--- src/rtl/seq_alu.sv ---
// rtl/seq_alu.sv - sequential signed add/sub/mul/rem unit with result flags
// add/sub finish on accept; mul and rem iterate one magnitude bit per cycle.
module seq_alu #(
  parameter int W = 3
) (
  input  logic           clk,
  input  logic           rst_n,
  input  logic           start,
  input  logic [1:0]     op,
  input  logic [W-1:0]   a,
  input  logic [W-1:0]   b,
  output logic           busy,
  output logic           done,
  output logic [2*W-1:0] r,
  output logic           sf,
  output logic           zf,
  output logic           dzf
);

  localparam int CW = $clog2(W + 1);
  localparam logic [1:0] OP_ADD = 2'b00;
  localparam logic [1:0] OP_SUB = 2'b01;
  localparam logic [1:0] OP_MUL = 2'b10;
  localparam logic [1:0] OP_REM = 2'b11;

  typedef enum logic [1:0] {IDLE, RUN, DONE} state_t;

  state_t          r_state;
  logic [1:0]      r_op;
  logic            r_neg;
  logic [CW-1:0]   r_cnt;
  logic [2*W-1:0]  r_acc;
  logic [2*W-1:0]  r_mc;
  logic [W:0]      r_mp;
  logic [W:0]      r_rem;
  logic [W-1:0]    r_dvd;
  logic [W:0]      r_dvs;
  logic            r_busy;
  logic            r_done;
  logic [2*W-1:0]  r_r;
  logic            r_sf;
  logic            r_zf;
  logic            r_dzf;

  logic            w_accept;
  logic            w_last;
  logic [W:0]      w_a_ext;
  logic [W:0]      w_b_ext;
  logic [W:0]      w_mag_a;
  logic [W:0]      w_mag_b;
  logic [2*W-1:0]  w_a_sx;
  logic [2*W-1:0]  w_b_sx;
  logic [2*W-1:0]  w_acc_next;
  logic [W:0]      w_rsh;
  logic [W:0]      w_rem_next;
  logic [2*W-1:0]  w_rem_ext;
  logic [2*W-1:0]  w_run_res;
  logic            w_load;
  logic [2*W-1:0]  w_load_val;
  logic            w_load_dz;

  always_comb begin
    w_accept   = start && (r_state != RUN);
    w_last     = (r_cnt == CW'(W - 1));
    // W+1-bit magnitudes so that -2^(W-1) has a representable absolute value
    w_a_ext    = {a[W-1], a};
    w_b_ext    = {b[W-1], b};
    w_mag_a    = a[W-1] ? -w_a_ext : w_a_ext;
    w_mag_b    = b[W-1] ? -w_b_ext : w_b_ext;
    w_a_sx     = {{W{a[W-1]}}, a};
    w_b_sx     = {{W{b[W-1]}}, b};
    w_acc_next = r_acc + (r_mp[0] ? r_mc : '0);
    w_rsh      = {r_rem[W-1:0], r_dvd[W-1]};
    w_rem_next = (w_rsh >= r_dvs) ? (w_rsh - r_dvs) : w_rsh;
    w_rem_ext  = {{(W-1){1'b0}}, w_rem_next};
    if (r_op == OP_MUL) begin
      w_run_res = r_neg ? -w_acc_next : w_acc_next;
    end else begin
      w_run_res = r_neg ? -w_rem_ext : w_rem_ext;
    end

    w_load     = 1'b0;
    w_load_val = '0;
    w_load_dz  = 1'b0;
    if (r_state == RUN) begin
      w_load     = w_last;
      w_load_val = w_run_res;
    end else if (w_accept) begin
      w_load     = (op == OP_ADD) || (op == OP_SUB) || ((op == OP_REM) && (b == '0));
      w_load_val = (op == OP_ADD) ? (w_a_sx + w_b_sx) :
                   (op == OP_SUB) ? (w_a_sx - w_b_sx) : '0;
      w_load_dz  = (op == OP_REM);
    end
  end

  always_ff @(posedge clk) begin
    if (!rst_n) begin
      r_state <= IDLE;
      r_op    <= '0;
      r_neg   <= 1'b0;
      r_cnt   <= '0;
      r_acc   <= '0;
      r_mc    <= '0;
      r_mp    <= '0;
      r_rem   <= '0;
      r_dvd   <= '0;
      r_dvs   <= '0;
      r_busy  <= 1'b0;
      r_done  <= 1'b0;
      r_r     <= '0;
      r_sf    <= 1'b0;
      r_zf    <= 1'b0;
      r_dzf   <= 1'b0;
    end else begin
      r_done <= 1'b0;
      if (w_load) begin
        r_r   <= w_load_val;
        r_sf  <= w_load_val[2*W-1];
        r_zf  <= (w_load_val == '0);
        r_dzf <= w_load_dz;
      end
      case (r_state)
        RUN: begin
          r_acc <= w_acc_next;
          r_mc  <= r_mc << 1;
          r_mp  <= r_mp >> 1;
          r_rem <= w_rem_next;
          r_dvd <= r_dvd << 1;
          r_cnt <= r_cnt + 1'b1;
          if (w_last) begin
            r_state <= DONE;
            r_busy  <= 1'b0;
            r_done  <= 1'b1;
          end
        end
        default: begin
          if (w_accept) begin
            r_op  <= op;
            r_cnt <= '0;
            r_acc <= '0;
            r_rem <= '0;
            r_mc  <= {{(W-1){1'b0}}, w_mag_a};
            r_mp  <= w_mag_b;
            r_dvd <= w_mag_a[W-1:0];
            r_dvs <= w_mag_b;
            // product sign is the xor of operand signs; remainder sign follows a
            r_neg <= (op == OP_MUL) ? (a[W-1] ^ b[W-1]) : a[W-1];
            if ((op == OP_MUL) || ((op == OP_REM) && (b != '0))) begin
              r_state <= RUN;
              r_busy  <= 1'b1;
            end else begin
              r_state <= DONE;
              r_done  <= 1'b1;
            end
          end else begin
            r_state <= IDLE;
          end
        end
      endcase
    end
  end

  assign busy = r_busy;
  assign done = r_done;
  assign r    = r_r;
  assign sf   = r_sf;
  assign zf   = r_zf;
  assign dzf  = r_dzf;

endmodule

--- config.mk ---
export PLATFORM = sky130hd
export DESIGN_NAME = seq_alu
export DESIGN_NICKNAME = d
export VERILOG_FILES = /design/src/rtl/seq_alu.sv
export SDC_FILE = /design/constraint.sdc
export NUM_CORES = 1
export LEC_CHECK = 0
export BUFFER_PORTS_ARGS = -buffer_cell sky130_fd_sc_hd__buf_2
export CAP_MARGIN = 20
export CORE_ASPECT_RATIO = 0.6
export CORE_MARGIN = 2
export CORE_UTILIZATION = 50
export DETAILED_ROUTE_END_ITERATION = 16
export PLACE_DENSITY = 0.81
export RECOVER_POWER = 50
export SLEW_MARGIN = 20
export SYNTH_ARGS = -nofsm -noshare
export SYNTH_HDL_FRONTEND = slang
export SYNTH_SLANG_ARGS = --single-unit
--- constraint.sdc ---
create_clock -name clk -period 4.27 [get_ports clk]
set_input_delay 0.854 -clock clk [delete_from_list [all_inputs] [get_ports clk]]
set_output_delay 0.854 -clock clk [all_outputs]
set_load 0.01 [all_outputs]
---- Yosys cells after proc, flatten, opt, wreduce, memory -nomap -nowiden ----
Cells that the tools add are included.
storage, ports and cells
  register bits ........................... 43
  bits in latches ......................... 0
  RAM bits ................................ 0
  memory bits (read-only) ................. 0
  bits of input ports ..................... 11
  output and inout bits ................... 11
  memories ................................ 0
operators by class
  add/subtract/negate cells ............... 9
  $mul .................................... 0
  divide/modulo/power cells ............... 0
  magnitude comparators ................... 1
  eq/ne operators ......................... 8
  shift-type cells ........................ 0
  mux-type cells .......................... 40
  bitwise gates (word level) .............. 3
  reduce and logical (&&, ||, !) cells .... 15
operator list
  cell                 number
  $mux 6               12
  $mux 3               6
  $mux 1               13
  $mux 2               6
  $mux 4               3
  $eq 2x2->1 const B   4
  $neg 4->4            2
  $add 6x6->6          1
  $logic_not 6->1      1
  $neg 4->6            1
  $neg 6->6            1
  $add 3x3->4          1
  $eq 2x1->1 const B   2
  $ge 4x4->1           1
  $reduce_bool 2->1    2
  $sub 3x3->4          1
  $sub 4x4->4          1
  $logic_and 1x1->1    3
  $logic_not 3->1      1
  $logic_or 1x1->1     3
  $reduce_and 3->1     1
  $reduce_bool 3->1    1
  $add 2x1->2 const B  1
  $logic_not 2->1      1
  6 further kinds      7

---- Depth between registers and ports, before layout ----
  depth in word-level cells ............... 7
  depth in mapped cells ................... 11
  mapped depth without buffers ............ 11

---- Worst setup path after synthesis ----
Ideal clock, no wire load.
  kind .................................... register -> register
  start point ............................. register r_mc[2]
  end point ............................... register r_zf, in the netlist zf
  setup time .............................. 0.059 ns
  data arrival time ....................... 2.471 ns
  required time ........................... 4.211 ns
  setup slack ............................. 1.741 ns
  cell stages (with the launch flop) ...... 11
  buffers on the path ..................... 0
  cells stage by stage .................... dfxtp_1 -> inv_1 -> ha_1 -> fa_1 -> a21boi_4 -> o21ai_4 -> mux2i_1 -> a2111oi_4 -> o2111ai_1 -> nor3b_1 -> a31o_1
between the ends
  word-level cells in the longest chain between the ends .. 7
ends and longest elaborated chain
  item                      line  text
  start: declaration        33    logic [2*W-1:0] r_mc;
  start signal: assignment  125   r_mc <= r_mc << 1;
  start signal: assignment  142   r_mc <= {{(W-1){1'b0}}, w_mag_a};
  $mux 6 *                  72    w_acc_next = r_acc + (r_mp[0] ? r_mc : '0);
  $add 6x6->6 *             72
  $neg 6->6                 77    w_run_res = r_neg ? -w_acc_next : w_acc_next;
  $mux 6 *                  77
  $mux 6 *                  76    if (r_op == OP_MUL) begin
  $mux 6 *                  85    if (r_state == RUN) begin
  $logic_not 6->1 *         119   r_zf <= (w_load_val == '0);
  end signal: assignment    119
  end: declaration          42    logic r_zf;
Every way passes the cells marked *; elsewhere a longest branch is shown, timed or not.
A chain may end at the register's enable or synchronous reset.

---- Final worst setup path ----
  start point ............................. register r_state[1]
  end point ............................... register r_r[4], in the netlist r[4]
between the ends
  word-level cells in the longest chain between the ends .. 4
ends and longest elaborated chain
  item                              line  text
  start: declaration                28    state_t r_state;
  start signal: assignment          98    r_state <= IDLE;
  start signal: assignment          131   r_state <= DONE;
  start signal: assignment          149   r_state <= RUN;
  $ne 2x1->1                        63    w_accept = start && (r_state != RUN);
  $logic_and 1x1->1                 63
  $mux 6 or $mux 1 (tied branches)  88    end else if (w_accept) begin
  $mux 6 or $mux 1 (tied branches)  85
  end signal: assignment            117   r_r <= w_load_val;
  end: declaration                  40    logic [2*W-1:0] r_r;
Parallel ways exist; a longest one is shown, timed or not.

==> impl_metrics.yaml <==
outcome:
  status: "complete, no violations"
timing:
  finalHoldViolations: 0
  fin_setup_tns_ps: 0
  timing.slew.headroom_pct: 19.0
  min_period_over_period_pct: 72.7
  fin_ws_ps: 1170
  drv_slew: 0
  setup_viol: 0
  fmax_mhz: 322
  holdWs_ps: 456
  rsz0062_at_grt: "no"
  fin_worst_skew_ps: 5.95
  period_needed_ps: 3100
  tightest_slew_ps: 1220
clock_network:
  path_clk_slew_ps: 80
  cts_tree: "built"
  clockBufferDepth: 2
  cts_sinks: 40
  root_buffer: "clkbuf_8"
  cts_made_buffers: 5
  post_cts_buffers: 0
  cts_hold_buf: 0
  insertion_delay_ps: 290
  htreeDepth: 2
  cts_repair_resize_count: 0
layout:
  antenna_cells: 0
  drive_gt1_share_pct: 8.28
  seq_area_um2: 801
  multi_input_area_um2: 1640
  syn_to_final_growth_pct: 9.03
  utilization_pct: 56.1
  nFillCells: 456
  fin_nets: 371
power:
  p_leak_uw: 0.00118
  ir_drop_uv: 161
  p_per_area_nw_per_um2: 330
  p_total_uw: 932
placement:
  io_buffer_count: 21
  place_ws_ps: 1310
  dpl.hpwl_um: 4660
  gp_congestion: 0.929
synthesis:
  avgSynthCellArea_um2: 8.07
  synth_top_area_share_pct: 30.9
  ys_warn_count: 0
  synth_seq_cells: 40
  synth-seq-area-share_pct: 30.9
  synth_edf_count: 0
  async_reset_ff_share_pct: 0
  ys_top_cells_by_area: "dfxtp_1, ha_1, nor2_1, a21oi_1, nand2_1"
  synth_ff_type: "dfxtp_1"
  synth_cell_types: 52
  yosys.area.top_type: "dfxtp_1"
  netlist_area_um2: 2590
  synthCells: 321
  syn_nets: 355
critical_path:
  r2r_end: "r[4]$_SDFFE_PN0P_"
  critPathCapture: "r[4]$_SDFFE_PN0P_"
  crit_required_ps: 4470
  crit_arrival_ps: 3300
  cp_max_fo: 26
  timing.rr.start: "r_state[1]$_SDFFE_PN0P_"
  critical_path_class: "reg2reg"
  cpLargestDelayFamily: "compound AO/OA/AOI/OAI gates"
  path_cells: "nand2b_1 > clkbuf_1 > nand2_1 > a2111oi_0 > a211oi_1 > a211oi_1"
  startpoint_type: "flip-flop"
  crit_start: "r_state[1]$_SDFFE_PN0P_"
  worst_setup_path_end_kind: "flip-flop"
  r2r_setup_slack_ps: 1170
  crit_path_frequent_cell: "a211oi_1"
  cp_num_buf_inv: 1
  critical_path.slowest_cell: "clkbuf_1"
  cp.depth: 6
  slowest_delay_ps: 880
  reg2regPathDepth: 6
route:
  routed-wl-met2_um: 2500
  routed_wl_um: 6290
  ant_nets: 0
  vias_per_cell: 5.73
  met3WireLength_um: 469
  routedWlPerCell_um: 15.6
  drt_iter0_markers: 194
  drc: 0
  vias: 2316
  wl_met1_um: 3280
  top_layer: "met4"
  dr.pass1.iters: 5
global_routing:
  grt_pass1_vias: 2092
  grt_overflow: 0
  grt_max_degree: 34
  grtUsageTotal_pct: 22.1
  antenna_found_initial: 0
  grt_pass1_wl_um: 10000
floorplanning:
  start_util_pct: 51.5
  coreArea_um2: 5030
  io_pins: 22
  die_h_um: 59.8
  die-area_um2: 5790
  row_count: 20
  fp.dieW_um: 96.9
min_path:
  hp-class: "reg2reg"
run:
  drv_cap: 0
==> area by class of cell <==
class	instances	area share [%]
Multi-Input combinational cell	246	57.9
Inverter	20	2.66
Clock inverter	2	1.37
Clock buffer	6	2.92
Sequential cell	40	28.4
Timing Repair Buffer	24	3.85
Tap cell	66	2.92
==> cell usage after synthesis, drive strengths merged (3+ instances only) <==
cell type and n:
nor2 50, dfxtp 40, nand2 31, a21oi 26
inv 20, ha 19, o21ai 13, clkbuf 11
a211oi 9, nand3 9, mux2i 8, a31oi 7
nor3 7, xor2 6, and3 5, nand2b 5
nor2b 5, xnor2 5, a21boi 4, and2 4
buf 4, fa 4, o211ai 3
==> metrics by stage <==
step	std cells	area, µm²
floorplan	321	2590
CTS	404	2840
global placement	396	2720
detailed placement	396	2720
finish	404	2820
global route	404	2820
==> sequential cells by signal, summed over array words and instances (netlist names) <==
register  count
r             6
r_acc         6
r_mc          5
r_dvs         4
r_mp          4
r_rem         3
r_cnt         2
r_op          2
r_state       2
busy          1
done          1
dzf           1
r_dvd         1
r_neg         1
zf            1
==> worst register-to-register path: stages (launching register included) <==
cell and delay, ps:
dfxtp_1 340, nand2b_1 100, clkbuf_1 880, nand2_1 400
a2111oi_0 850, a211oi_1 160, a211oi_1 280
==> power breakdown <==
| part | internal (µW) | switching (µW) |
|---|---|---|
| combinational | 75.0 | 122 |
| sequential | 390 | 15.8 |
| clock | 191 | 138 |
==> per-layer routing <==
layer  vias up  global-route usage, %
li1       1143                      -
met5         -                      0
met4         0                   5.03
met3         7                   5.26
met1      1083                   32.7
met2        83                   32.7
==> worst min-delay path by stage <==
stage                               start               endpoint  slack (ps)  cells past startpoint
floorplan           r_dvs[3]$_SDFFE_PN0P_  r_dvs[3]$_SDFFE_PN0P_         430                      2
CTS                 r_dvs[3]$_SDFFE_PN0P_  r_dvs[3]$_SDFFE_PN0P_         460                      2
finish              r_dvs[3]$_SDFFE_PN0P_  r_dvs[3]$_SDFFE_PN0P_         460                      2
global placement         dzf$_SDFFE_PN0P_       dzf$_SDFFE_PN0P_         440                      2
detailed placement  r_dvs[3]$_SDFFE_PN0P_  r_dvs[3]$_SDFFE_PN0P_         450                      2
global route            busy$_SDFFE_PN0P_      busy$_SDFFE_PN0P_         480                      2
==> cell usage in the layout (no fill, tap or decap), types with 12 or more instances in the layout <==
cell type / synthesis / final
nor2_1: 50 / 50
dfxtp_1: 40 / 40
nand2_1: 30 / 30
a21oi_1: 26 / 26
inv_1: 20 / 20
ha_1: 19 / 19
clkbuf_1: 9 / 13
o21ai_0: 12 / 12
==> cells by family after synthesis <==
group	after synthesis	synth area share, %
compound gates	78	20.8
simple gates	123	21.5
mux	10	3.96
flops	40	30.9
xor+xnor	12	4.64
buf+inv	35	5.94
fa+ha+maj	23	12.3
Note: power is estimated with default switching activity, not from simulation.
